`src/rtl/ps2_keyboard_fifo.sv`:
```
// rtl/ps2_keyboard_fifo.sv - PS/2 keyboard receiver, scancode decoder and character FIFO
// Frames are filtered, decoded through an external keymap ROM and queued for a consumer.
module ps2_keyboard_fifo #(
  parameter int FIFO_DEPTH     = 8,
  parameter int FILTER_LEN     = 8,
  parameter int TIMEOUT_CYCLES = 50000,
  parameter int ARROW_ESC      = 1
) (
  input  logic                              clk,
  input  logic                              reset,
  input  logic                              ps2_clk,
  input  logic                              ps2_data,
  output logic [9:0]                        keymap_addr,
  input  logic [7:0]                        keymap_data,
  output logic [7:0]                        data,
  output logic                              valid,
  input  logic                              ready,
  output logic [$clog2(FIFO_DEPTH+1)-1:0]   fill,
  output logic                              frame_error,
  output logic                              overflow
);

  localparam int AW = (FIFO_DEPTH > 1) ? $clog2(FIFO_DEPTH) : 1;
  localparam int FW = $clog2(FIFO_DEPTH + 1);
  localparam int CW = $clog2(FILTER_LEN + 1);
  localparam int TW = $clog2(TIMEOUT_CYCLES + 1);

  localparam logic [CW-1:0] FILT_LAST  = CW'(FILTER_LEN - 1);
  localparam logic [TW-1:0] TO_LAST    = TW'(TIMEOUT_CYCLES - 1);
  localparam logic [FW-1:0] FILL_FULL  = FW'(FIFO_DEPTH);
  localparam logic [FW-1:0] FILL_ROOM2 = FW'(FIFO_DEPTH - 2);

  // ---------------- synchronizers and clock filter ----------------
  logic [1:0]    clk_sync;
  logic [1:0]    data_sync;
  logic          clk_s;
  logic          data_s;
  logic          clk_f;
  logic [CW-1:0] flt_cnt;
  logic          fall;

  assign clk_s  = clk_sync[1];
  assign data_s = data_sync[1];

  always_ff @(posedge clk) begin
    if (reset) begin
      clk_sync  <= 2'b11;
      data_sync <= 2'b11;
    end else begin
      clk_sync  <= {clk_sync[0], ps2_clk};
      data_sync <= {data_sync[0], ps2_data};
    end
  end

  always_ff @(posedge clk) begin
    if (reset) begin
      clk_f   <= 1'b1;
      flt_cnt <= '0;
    end else if (clk_s == clk_f) begin
      flt_cnt <= '0;
    end else if (flt_cnt == FILT_LAST) begin
      clk_f   <= clk_s;
      flt_cnt <= '0;
    end else begin
      flt_cnt <= flt_cnt + CW'(1);
    end
  end

  assign fall = clk_f && !clk_s && (flt_cnt == FILT_LAST);

  // ---------------- frame receiver ----------------
  // shreg collects start..parity; the stop bit is checked straight from data_s
  logic [3:0]    bit_cnt;
  logic [9:0]    shreg;
  logic [TW-1:0] to_cnt;
  logic          byte_valid;
  logic [7:0]    rx_byte;
  logic          frame_ok;

  assign frame_ok = !shreg[0] && (^shreg[9:1]) && data_s;

  always_ff @(posedge clk) begin
    if (reset) begin
      bit_cnt     <= '0;
      shreg       <= '0;
      to_cnt      <= '0;
      byte_valid  <= 1'b0;
      rx_byte     <= '0;
      frame_error <= 1'b0;
    end else begin
      byte_valid  <= 1'b0;
      frame_error <= 1'b0;
      if (fall) begin
        to_cnt <= '0;
        if (bit_cnt == 4'd10) begin
          bit_cnt <= '0;
          if (frame_ok) begin
            byte_valid <= 1'b1;
            rx_byte    <= shreg[8:1];
          end else begin
            frame_error <= 1'b1;
          end
        end else begin
          bit_cnt <= bit_cnt + 4'd1;
          shreg   <= {data_s, shreg[9:1]};
        end
      end else if (bit_cnt != 4'd0) begin
        if (to_cnt == TO_LAST) begin
          bit_cnt     <= '0;
          to_cnt      <= '0;
          frame_error <= 1'b1;
        end else begin
          to_cnt <= to_cnt + TW'(1);
        end
      end else begin
        to_cnt <= '0;
      end
    end
  end

  // ---------------- scancode decoder ----------------
  logic       ext, brk;
  logic       lshift, rshift, lctrl, rctrl, lalt, ralt, caps;
  logic       shift, ctrl, meta;
  logic       lk1, lk2;
  logic       esc1, esc2;
  logic [7:0] esc_char;
  logic [7:0] arrow_char;
  logic       is_arrow;
  logic       room2;

  assign shift = lshift | rshift;
  assign ctrl  = lctrl | rctrl;
  assign meta  = lalt | ralt;
  assign room2 = (fill <= FILL_ROOM2);

  always_comb begin
    arrow_char = 8'h00;
    case (rx_byte)
      8'h75:   arrow_char = 8'h41;
      8'h72:   arrow_char = 8'h42;
      8'h6B:   arrow_char = 8'h44;
      8'h74:   arrow_char = 8'h43;
      default: arrow_char = 8'h00;
    endcase
  end

  assign is_arrow = (ARROW_ESC != 0) && (arrow_char != 8'h00);

  always_ff @(posedge clk) begin
    if (reset) begin
      ext         <= 1'b0;
      brk         <= 1'b0;
      lshift      <= 1'b0;
      rshift      <= 1'b0;
      lctrl       <= 1'b0;
      rctrl       <= 1'b0;
      lalt        <= 1'b0;
      ralt        <= 1'b0;
      caps        <= 1'b0;
      keymap_addr <= '0;
      lk1         <= 1'b0;
      lk2         <= 1'b0;
      esc1        <= 1'b0;
      esc2        <= 1'b0;
      esc_char    <= '0;
    end else begin
      lk1  <= 1'b0;
      lk2  <= lk1;
      esc1 <= 1'b0;
      esc2 <= esc1 && room2;
      if (frame_error) begin
        ext <= 1'b0;
        brk <= 1'b0;
      end else if (byte_valid) begin
        if (rx_byte == 8'hE0) begin
          ext <= 1'b1;
        end else if (rx_byte == 8'hF0) begin
          brk <= 1'b1;
        end else begin
          ext <= 1'b0;
          brk <= 1'b0;
          if (!ext && rx_byte == 8'h12) begin
            lshift <= !brk;
          end else if (!ext && rx_byte == 8'h59) begin
            rshift <= !brk;
          end else if (rx_byte == 8'h14) begin
            if (ext) rctrl <= !brk;
            else     lctrl <= !brk;
          end else if (rx_byte == 8'h11) begin
            if (ext) ralt <= !brk;
            else     lalt <= !brk;
          end else if (!ext && rx_byte == 8'h58) begin
            if (!brk) caps <= !caps;
          end else if (!brk) begin
            if (ext) begin
              if (is_arrow) begin
                esc1     <= 1'b1;
                esc_char <= arrow_char;
              end
            end else begin
              keymap_addr <= {caps, shift, rx_byte};
              lk1         <= 1'b1;
            end
          end
        end
      end
    end
  end

  // ---------------- push selection ----------------
  // lk2 lines up with the ROM output; escape pairs reserve two slots up front
  logic       push;
  logic [7:0] push_data;
  logic       esc_drop;
  logic       unused_kd7;

  assign unused_kd7 = keymap_data[7];

  always_comb begin
    push      = 1'b0;
    push_data = 8'h00;
    esc_drop  = 1'b0;
    if (lk2) begin
      push      = (keymap_data != 8'h00);
      push_data = {meta, (ctrl ? 2'b00 : keymap_data[6:5]), keymap_data[4:0]};
    end else if (esc1) begin
      if (room2) begin
        push      = 1'b1;
        push_data = 8'h1B;
      end else begin
        esc_drop = 1'b1;
      end
    end else if (esc2) begin
      push      = 1'b1;
      push_data = esc_char;
    end
  end

  // ---------------- output FIFO ----------------
  logic [7:0]    mem [FIFO_DEPTH];
  logic [AW-1:0] wr_ptr, rd_ptr;
  logic          full, do_push, do_pop;

  assign full    = (fill == FILL_FULL);
  assign valid   = (fill != '0);
  assign do_push = push && !full;
  assign do_pop  = valid && ready;
  assign data    = valid ? mem[rd_ptr] : 8'h00;

  always_ff @(posedge clk) begin
    if (do_push) mem[wr_ptr] <= push_data;
  end

  always_ff @(posedge clk) begin
    if (reset) begin
      wr_ptr   <= '0;
      rd_ptr   <= '0;
      fill     <= '0;
      overflow <= 1'b0;
    end else begin
      overflow <= (push && full) || esc_drop;
      if (do_push) wr_ptr <= wr_ptr + AW'(1);
      if (do_pop)  rd_ptr <= rd_ptr + AW'(1);
      case ({do_push, do_pop})
        2'b10:   fill <= fill + FW'(1);
        2'b01:   fill <= fill - FW'(1);
        default: fill <= fill;
      endcase
    end
  end

endmodule

```
`config.mk`:
```
export PLATFORM = sky130hd
export DESIGN_NAME = ps2_keyboard_fifo
export DESIGN_NICKNAME = d
export VERILOG_FILES = /design/src/rtl/ps2_keyboard_fifo.sv
export SDC_FILE = /design/constraint.sdc
export NUM_CORES = 1
export LEC_CHECK = 0
export ABC_AREA = 0
export CORE_ASPECT_RATIO = 1.5
export CORE_MARGIN = 2
export CORE_UTILIZATION = 53
export DETAILED_ROUTE_END_ITERATION = 16
export GPL_ROUTABILITY_DRIVEN = 0
export HOLD_SLACK_MARGIN = 0.05
export PLACE_DENSITY = 0.72
export SKIP_CTS_REPAIR_TIMING = 1
export SLEW_MARGIN = 20
export SYNTH_ARGS = -nofsm -noshare
export SYNTH_HDL_FRONTEND = slang
export SYNTH_SLANG_ARGS = --single-unit
```
`constraint.sdc`:
```
create_clock -name clk -period 2.6 [get_ports clk]
set_input_delay 0.52 -clock clk [delete_from_list [all_inputs] [get_ports clk]]
set_output_delay 0.52 -clock clk [all_outputs]
set_load 0.02 [all_outputs]
```
# --- Yosys cells after proc, flatten, opt, wreduce, memory -nomap -nowiden ---
# Memory sizes are Yosys's and may differ from the RTL's. A register that Yosys moved wholly into a read port is not among the register bits.
# Index checks and enable logic that the tools add are counted.
classes:
  addsub: 7
  muxes: 34
  bitwise_logic: 18
  magnitude_cmp: 1
  n_reduce_logical: 47
  n_eq_ne: 19
op_table:
  columns: ["operator", "count"]
  rows:
  - ["equality test 8 x 7 -> 1 bit (second input constant)", 6]
  - ["two-way mux 8 bit", 4]
  - ["case mux 7 bit (4 select lines)", 1]
  - ["equality test 8 x 5 -> 1 bit (second input constant)", 3]
  - ["two-way mux 1 bit", 20]
  - ["AND reduction 9 bit", 2]
  - ["adder 16 x 1 -> 16 bit (second input constant)", 1]
  - ["equality test 16 bit (second input constant)", 1]
  - ["equality test 8 bit (second input constant)", 2]
  - ["two-way mux 4 bit", 4]
  - ["AND reduction 8 bit", 2]
  - ["nonzero test 8 bit", 2]
  - ["inverter 1 bit", 15]
  - ["adder 4 x 1 -> 4 bit (second input constant)", 3]
  - ["AND reduction 12 bit", 1]
  - ["OR reduction 12 bit", 1]
  - ["logical AND 1 bit", 11]
  - ["AND reduction 11 bit", 1]
  - ["OR reduction 11 bit", 1]
  - ["AND reduction 10 bit", 1]
  - ["AND reduction 2 bit", 5]
  - ["parity 9 bit", 1]
  - ["equality test 4 bit (second input constant)", 2]
  - ["case mux 4 bit (2 select lines)", 1]
  - ["22 further kinds", 35]
word_totals:
  ram_bits: 64
  elab_cells: 156
  mem_count: 1
  ff_bits: 91
  out_inout_bits: 25
  input_bits: 13
memory_table:
  columns: ["memory", "words", "width", "rd", "rd_clocked_by_memory_dff", "write_ports", "line", "source"]
  rows:
  - ["mem", 8, 8, 1, 1, 1, "241", "logic [7:0] mem [FIFO_DEPTH];"]

# --- Depth between registers and ports, before layout ---
# Gate-level depths: netlist (run 1).
logic_depth:
  word_depth: 7
  depth_mapped: 12
  mapped_depth_nobuf: 10

# --- Worst setup path after synthesis (run 1) ---
# Ideal clock, no wire load.
synth_path:
  kind: "reg-to-reg"
  start: "register fill[1]"
  end: "register fill[2]"
  t_arrival_ps: 2804
  period_less_slack_ps: 2875
  path_stages_with_launch: 13
  setup_slack_ps: -275
  path_cell_list: "dfxtp_1 -> buf_6 -> nor4_2 -> inv_2 -> and2_1 -> clkbuf_1 -> ha_1 -> xor2_1 -> ha_1 -> a21oi_1 -> xor2_1 -> or3_1 -> a21oi_1"
synth_rtl:
  columns: ["item", "line", "source"]
  rows:
  - ["from (decl)", "18", "output logic [$clog2(FIFO_DEPTH+1)-1:0] fill,"]
  - ["from (signal assigned)", "266", "2'b10: fill <= fill + FW'(1);"]
  - ["from (signal assigned)", "267", "2'b01: fill <= fill - FW'(1);"]
  - ["from (signal assigned)", "268", "default: fill <= fill;"]
  - ["nonzero test 4 bit (*)", "246", "assign valid = (fill != '0);"]
  - ["net valid", "16", "output logic valid,"]
  - ["logical AND 1 bit (*)", "248", "assign do_pop = valid && ready;"]
  - ["equality test 2 x 1 -> 1 bit or equality test 2 bit (tied branches)", "265", "case ({do_push, do_pop})"]
  - ["case mux 4 bit (2 select lines) or nonzero test 2 bit (tied branches)", null, null]
# Mark *: on every way through the listed nets, which the timed path passes. The rest lies on a longest branch.
# A chain may end at the register's enable or synchronous reset.

# --- Worst setup path after layout (run 1) ---
layout_path:
  start: "input port keymap_data[4]"
  end: "register fill[2]"
layout_via:
  elab_chain_len: 5
layout_lines:
  columns: ["item", "line", "source"]
  rows:
  - ["from (decl)", "14", "input logic [7:0] keymap_data,"]
  - ["nonzero test 8 bit (*)", "225", "push = (keymap_data != 8'h00);"]
  - ["two-way mux 1 bit (*)", "224", "if (lk2) begin"]
  - ["logical AND 1 bit (*)", "247", "assign do_push = push && !full;"]
  - ["equality test 2 x 1 -> 1 bit or equality test 2 bit (tied branches)", "265", null]
  - ["case mux 4 bit (2 select lines) or nonzero test 2 bit (tied branches)", null, null]
# Every way passes the cells marked *; elsewhere a longest branch is shown, timed or not.

==> run metrics, run 1 <==
synthesized cell area=0.00649 mm²; Leak=2.91 nW; vias post-DR=4441; setup tns final=-191 ps; Detail Placement HPWL=9.28 mm; YS warnings=0; GR Util All Layers=21.4%; critical path data arrival time=3140 ps; Cells after Synth=564; slew margin rel.=39.2%; FP Rows=49; Top FF cell, synth=dfxtp_1; sequential element share of the synthesized area=57.3%; die width=94.4 µm; worst vdd ir=0.463 mV; max-cap viol count=0; deepest clock path buffer count=2; diodes inserted=0; post-synth top area share=29.6%; P per Cell Area=642 mW/mm²; cts bufs inserted=17; Post-synth ARST share=0%; RSZ-0062 raised after global routing=yes; Pins Over Slew Limit=0; CP Capture Type=flip-flop; Max Freq=0.358 GHz; DRC=0; core footprint=0.0120 mm²; IO Pins=38; unique cell type count in the Yosys netlist=59; Skew-Pair Late Insertion Delay=420 ps; clock sink total=154; critical path class=primary input to flip-flop; Initial Utilization=54.3%; post-route minimum period=2790 ps; CP required=2950 ps; share of post-route cells with drive strength above 1=16.8%; Pwr Total=5.07 mW; vias in the first global route=4590; first-pass GRT wire length=21.8 mm; Worst-path clk slew=60 ps; largest net degree at the start of global routing=27; Least-Margin Pin Slew=909 ps; Avg Inst Size Synth=11.5 µm²; biggest area consumer among synthesized cells=edfxtp_1; Initial DRT Pass Iterations=4; routed vias/inst=5.61; CP startpoint kind=primary input; die height=140 µm; final hold slack=410 ps; violation count after the first detailed-route iteration=285; status=finished, violations left; root buffer cell=clkbuf_16; worst hold path type=flip-flop to flip-flop; synthesized net count=588; grt total ovfl=0; fin worst setup slack=-191 ps; CTS tree=yes; largest cells by area after synthesis=edfxtp_1 30%, dfxtp_1 28%, mux4_2 5.5%; failing checks=setup timing; Seq cells post-synth=154; Setup violations, final=1; Routed Wire Length=13.1 mm; final period utilization=107%; pre-CTS setup slack=-659 ps; Placement Cell Area=0.00721 mm²; Max FO, Critical Path=2; # port buffers=37; Detail Route Antenna Nets=0; Die Area=0.0132 mm²; fin area=0.00790 mm²; Final Skew=8.06 ps; count of final hold-check violations=0; DR WL/cell=16.6 µm; initial antenna violation count=0; number of enable flip-flop cells after synthesis=64; Layout area overhead=21.6%; nets=649; deepest level of the CTS H-tree=4
cell type report:
| class | count | area (µm²) |
|---|---|---|
| Clock buffer | 18 | 429 |
| Timing Repair Buffer | 67 | 636 |
| Multi-Input combinational cell | 372 | 2680 |
| Fill cell | 912 | 4060 |
| Sequential cell | 154 | 3720 |
| Tap cell | 153 | 191 |
| Clock inverter | 14 | 186 |
| Inverter | 13 | 48.8 |
sequential cells by signal (all words and copies together) (netlist names), 2 cells and up, named ones only:
signal	cells
bit_cnt	4
clk_sync	2
data_sync	2
esc_char	4
fill	4
flt_cnt	4
keymap_addr	10
mem	64
rd_ptr	3
rx_byte	8
shreg	10
to_cnt	16
wr_ptr	3
metal layers:
layer | global-route usage, % | part of all wire [%] | vias to the layer above
li1 | - | - | 2185
met1 | 23.3 | 38 | 2164
met2 | 39.8 | 57 | 77
met3 | 4.28 | 3.2 | 15
met4 | 8.39 | 1.5 | 0
met5 | 0 | 0 | -
logic make-up after synthesis:
kind of cell | Yosys count | share of synthesized area (%)
AOI/OAI and AO/OA | 81 | 7.78
xor gates and xnor gates | 32 | 4.76
adders and majority gates | 11 | 2.12
buffers and inverters | 38 | 2.52
DFF | 154 | 57.3
muxes | 36 | 8.63
and+or+nand+nor | 212 | 16.9
through the flow:
stage	std cells	utilization, %
after global routing	791	66.1
after detailed placement	759	60.3
after global placement	759	60.3
after floorplan	564	-
final	791	66.1
after CTS	791	65.4
final timing paths:
check / end / depth (start not counted) / slack (ps) / startpoint
setup / recovery: fill[2] / 11 / -190 / keymap_data[4]
setup reg to reg: fill[2] / 10 / 50 / fill[2]
hold reg to reg: clk_sync[1] / 1 / 410 / clk_sync[0]
hold / removal: clk_sync[1] / 1 / 410 / clk_sync[0]
synthesized netlist by cell type (2+ instances only):
library cell   n
ha_1          11
nor2_1        71
or4_1          3
a311oi_1       4
nand3b_1       4
nor3b_1        3
nor4_1         3
and4b_1        4
buf_2          5
mux2i_1       20
o21ai_0        8
a31oi_1        5
o21ai_1        2
and3b_1        2
nand2b_1       5
nor4_2         2
nand4bb_1      2
and2_1         3
or4b_2         2
o31ai_1        9
nand2_1       44
a211o_1        3
a21oi_1       40
buf_1          2
and3_1         5
buf_4          2
xnor2_1       19
a22oi_1        3
nor3_1        14
xor2_1        10
inv_1         12
nand4_1       11
dfxtp_1       90
nand4b_1       2
or3_1          6
nand3_1       10
clkbuf_1      15
edfxtp_1      64
or2_2          4
nor2b_1        6
mux4_2        16
power breakdown:
| group | internal [mW] | switching [mW] | total, mW | leakage [nW] |
|---|---|---|---|---|
| clock network | 1.54 | 0.980 | 2.52 | 0.294 |
| registers | 2.50 | 0.00139 | 2.50 | 1.34 |
| logic | 0.0264 | 0.0256 | 0.0521 | 1.28 |
cells in the final DEF (no fill, tap or decap), types with 8 or more instances in the layout:
| master | instances |
|---|---|
| mux4_2 | 16 |
| o31ai_1 | 9 |
| clkbuf_16 | 17 |
| dlymetal6s2s_1 | 8 |
| dfxtp_1 | 90 |
| buf_4 | 28 |
| nor2_1 | 68 |
| xor2_1 | 9 |
| a21oi_1 | 39 |
| edfxtp_1 | 64 |
| nor3_1 | 12 |
| nand2_1 | 44 |
| ha_1 | 8 |
| clkdlybuf4s50_1 | 28 |
| nand3_1 | 10 |
| xnor2_1 | 19 |
| nand4_1 | 11 |
| mux2i_1 | 20 |
| inv_1 | 12 |
critical path: stages:
cell	delay, ps
clkdlybuf4s50_1	450
or4_4	570
o21ai_4	190
a32o_2	210
ha_2	200
xor2_2	150
ha_2	190
a21oi_1	50
xor2_1	160
or3_1	320
a21oi_1	140
No activity file was read; power rests on OpenSTA's default activity.
==> run 2: changes to the inputs <==
SKIP_CTS_REPAIR_TIMING = unset   (was 1)
==> run metrics, run 2 (synthesis gave the netlist of run 1 again) <==
Detail Placement HPWL=9.28 mm (unchanged); slew margin rel.=38.4% (was 39.2%); internal power=4.06 mW (about the same); CP startpoint kind=flip-flop (was primary input); Skew-Pair Late Insertion Delay=410 ps (was 420 ps); P per Cell Area=639 mW/mm² (was 642 mW/mm²); Initial DRT Pass Iterations=4 (unchanged); status=completed (was finished, violations left); Switch Pwr=1.00 mW (was 1.01 mW); Slowest-stage cell, CP=mux4_2 (was or4_4); # port buffers=37 (unchanged); Max FO, Critical Path=8 (was 2); fin area=0.00792 mm² (was 0.00790 mm²); Routed Wire Length=13.2 mm (was 13.1 mm); Die Area=0.0132 mm² (unchanged); Placement Cell Area=0.00721 mm² (unchanged); cts bufs inserted=17 (unchanged); commonest non-fill, non-tap cell in the layout=dfxtp_1 (unchanged); die height=140 µm (unchanged); Initial Utilization=54.3% (unchanged); worst vdd ir=0.459 mV (was 0.463 mV); violation count after the first detailed-route iteration=249 (was 285); clock sink total=154 (unchanged); layer with the highest usage=met2 (unchanged); fin worst setup slack=69.9 ps (was -191 ps); deepest level of the CTS H-tree=4 (unchanged); Max Freq=0.395 GHz (was 0.358 GHz); most frequent cells in the layout=89 x dfxtp_1, 68 x nor2_1, 64 x edfxtp_1 (was 90 x dfxtp_1, 68 x nor2_1, 64 x edfxtp_1); critical path class=flip-flop to primary output (was primary input to flip-flop); max-cap viol count=0 (unchanged); worst hold path type=flip-flop to flip-flop (unchanged); cts hold-fix bufs=0; vias in the first global route=4593 (was 4590); nets=650 (was 649); Worst-path clk slew=60 ps (about the same); M1 GR Usage=23.4% (was 23.3%); Least-Margin Pin Slew=921 ps (was 909 ps); largest net degree at the start of global routing=27 (unchanged); share of post-route cells with drive strength above 1=16.7% (was 16.8%); final period utilization=97.3% (was 107%); vias post-DR=4449 (was 4441); count of final hold-check violations=0 (unchanged); CP required=2080 ps (was 2950 ps); Leak=2.88 nW (was 2.91 nW); Setup violations, final=0 (was 1); core footprint=0.0120 mm² (unchanged); Layout area overhead=22.0% (was 21.6%); cell chain of the critical path=clkbuf_16 -> mux4_2 -> mux2i_1 -> nor2_1 -> dlygate4sd2_1 (was clkdlybuf4s50_1 -> or4_4 -> o21ai_4 -> a32o_2 -> ha_2 -> xor2_2 -> ha_2 -> a21oi_1 -> xor2_1 -> or3_1 -> a21oi_1); Reg with most FFs=mem (unchanged); DRC=0 (unchanged); CTS tree=yes (unchanged); post-route minimum period=2530 ps (was 2790 ps); CP Capture Type=primary output (was flip-flop); first-pass GRT wire length=21.9 mm (was 21.8 mm); Largest regs=mem (64), to_cnt (16) (unchanged); post-CTS setup repair buffer count=0; Detail Route Antenna Nets=0 (unchanged); Final Skew=9.41 ps (was 8.06 ps); deepest clock path buffer count=2 (unchanged); pre-CTS setup slack=-659 ps (unchanged); met3 usage=4.33% (was 4.28%); DR WL/cell=16.7 µm (was 16.6 µm); WP buf/inv=2 (was 1); GR Util All Layers=21.5% (was 21.4%); routed vias/inst=5.62 (was 5.61); grt total ovfl=0 (unchanged); root buffer cell=clkbuf_16 (unchanged); CP delay by family, top=multiplexers (was simple AND/OR/NAND/NOR gates); R2R setup slack=80 ps (was 50 ps); Pwr Total=5.06 mW (was 5.07 mW); combinational power share=1.0% (about the same); initial antenna violation count=0 (unchanged); die width=94.4 µm (unchanged); sequential share of power=49.4% (was 49.3%); Clock power frac=49.6% (about the same); Max stage delay on crit path=530 ps (was 570 ps); FP Rows=49 (unchanged); GR Layer Usage met2=39.9% (was 39.8%); IO Pins=38 (unchanged); max reg flops=64 (unchanged); switching part of the total power=19.8% (was 19.9%); RSZ-0062 raised after global routing=no (was yes); Pins Over Slew Limit=0 (unchanged); diodes inserted=0 (unchanged); critical path data arrival time=2010 ps (was 3140 ps)
[run 2: cell types whose count changed in the layout (fill, tap and decap cells not counted), sizes merged]
| cell | before | now |
|---|---|---|
| clkbuf | 18 | 19 |
| dlygate4sd2 | 0 | 8 |
| clkdlybuf4s50 | 28 | 20 |
[run 2: path summary, 6_finish.rpt]
kind | start | endpoint | depth (start not counted)
setup / recovery | flip-flop | data[0] | 5
hold / removal | clk_sync[0] | clk_sync[1] | 1
setup reg to reg | fill[2] | fill[2] | 10
hold reg to reg | clk_sync[0] | clk_sync[1] | 1
[run 2: repair_timing]
action | 4_1_cts | 5_1_grt
pin swaps | 2 | 9
endpoints found under the setup margin | 34 | 18
cloned | 0 | 1
resized for setup | 16 | 15
[run 2: stage by stage]
stage | setup TNS [ps] | std cells | utilization [%] | hold slack [ps]
2_1_floorplan | -57.6 | 564 | - | 389
3_3_place_gp | -19600 | 759 | 60.3 | 392
3_5_place_dp | -23250 | 759 | 60.3 | 397
4_1_cts | -167 | 791 | 65.6 | 411
5_1_grt | 0 | 792 | 66.3 | 430
6_report | 0 | 792 | 66.3 | 409
[run 2: worst register-to-register path, stage by stage, from the launching register on]
cell and delay (ps):
dfxtp_1 310, a31o_1 240, or3b_4 380, a32o_2 280, ha_4 170, xor2_2 140, ha_2 180, a21oi_1 170
xor2_1 100, or3_1 350, a21oi_1 120
[run 2: area by class of cell]
cell class	instances	area, µm²
clock buffer	18	429
clock inverter	14	186
fill	915	4030
inverter	13	48.8
multi-input combinational	372	2690
sequential	154	3730
tap	153	191
timing repair buffer	68	651
[run 2: metal layers]
layer | share of wire [%] | wire [µm] | up-vias
li1 | - | - | 2194
met1 | 37 | 4880 | 2133
met2 | 57 | 7540 | 100
met3 | 3.6 | 482 | 22
met4 | 2.3 | 303 | 0
met5 | 0 | 0 | -
[run 2: power groups by stage]
stage / Combinational [mW] / Clock [mW] / Sequential (mW)
floorplan: 0.0202 / 0 / 2.55
global placement: 0.0487 / 0 / 2.55
detailed placement: 0.0500 / 0 / 2.55
CTS: 0.0517 / 2.56 / 2.50
global route: 0.0545 / 2.66 / 2.50
finish: 0.0496 / 2.51 / 2.50
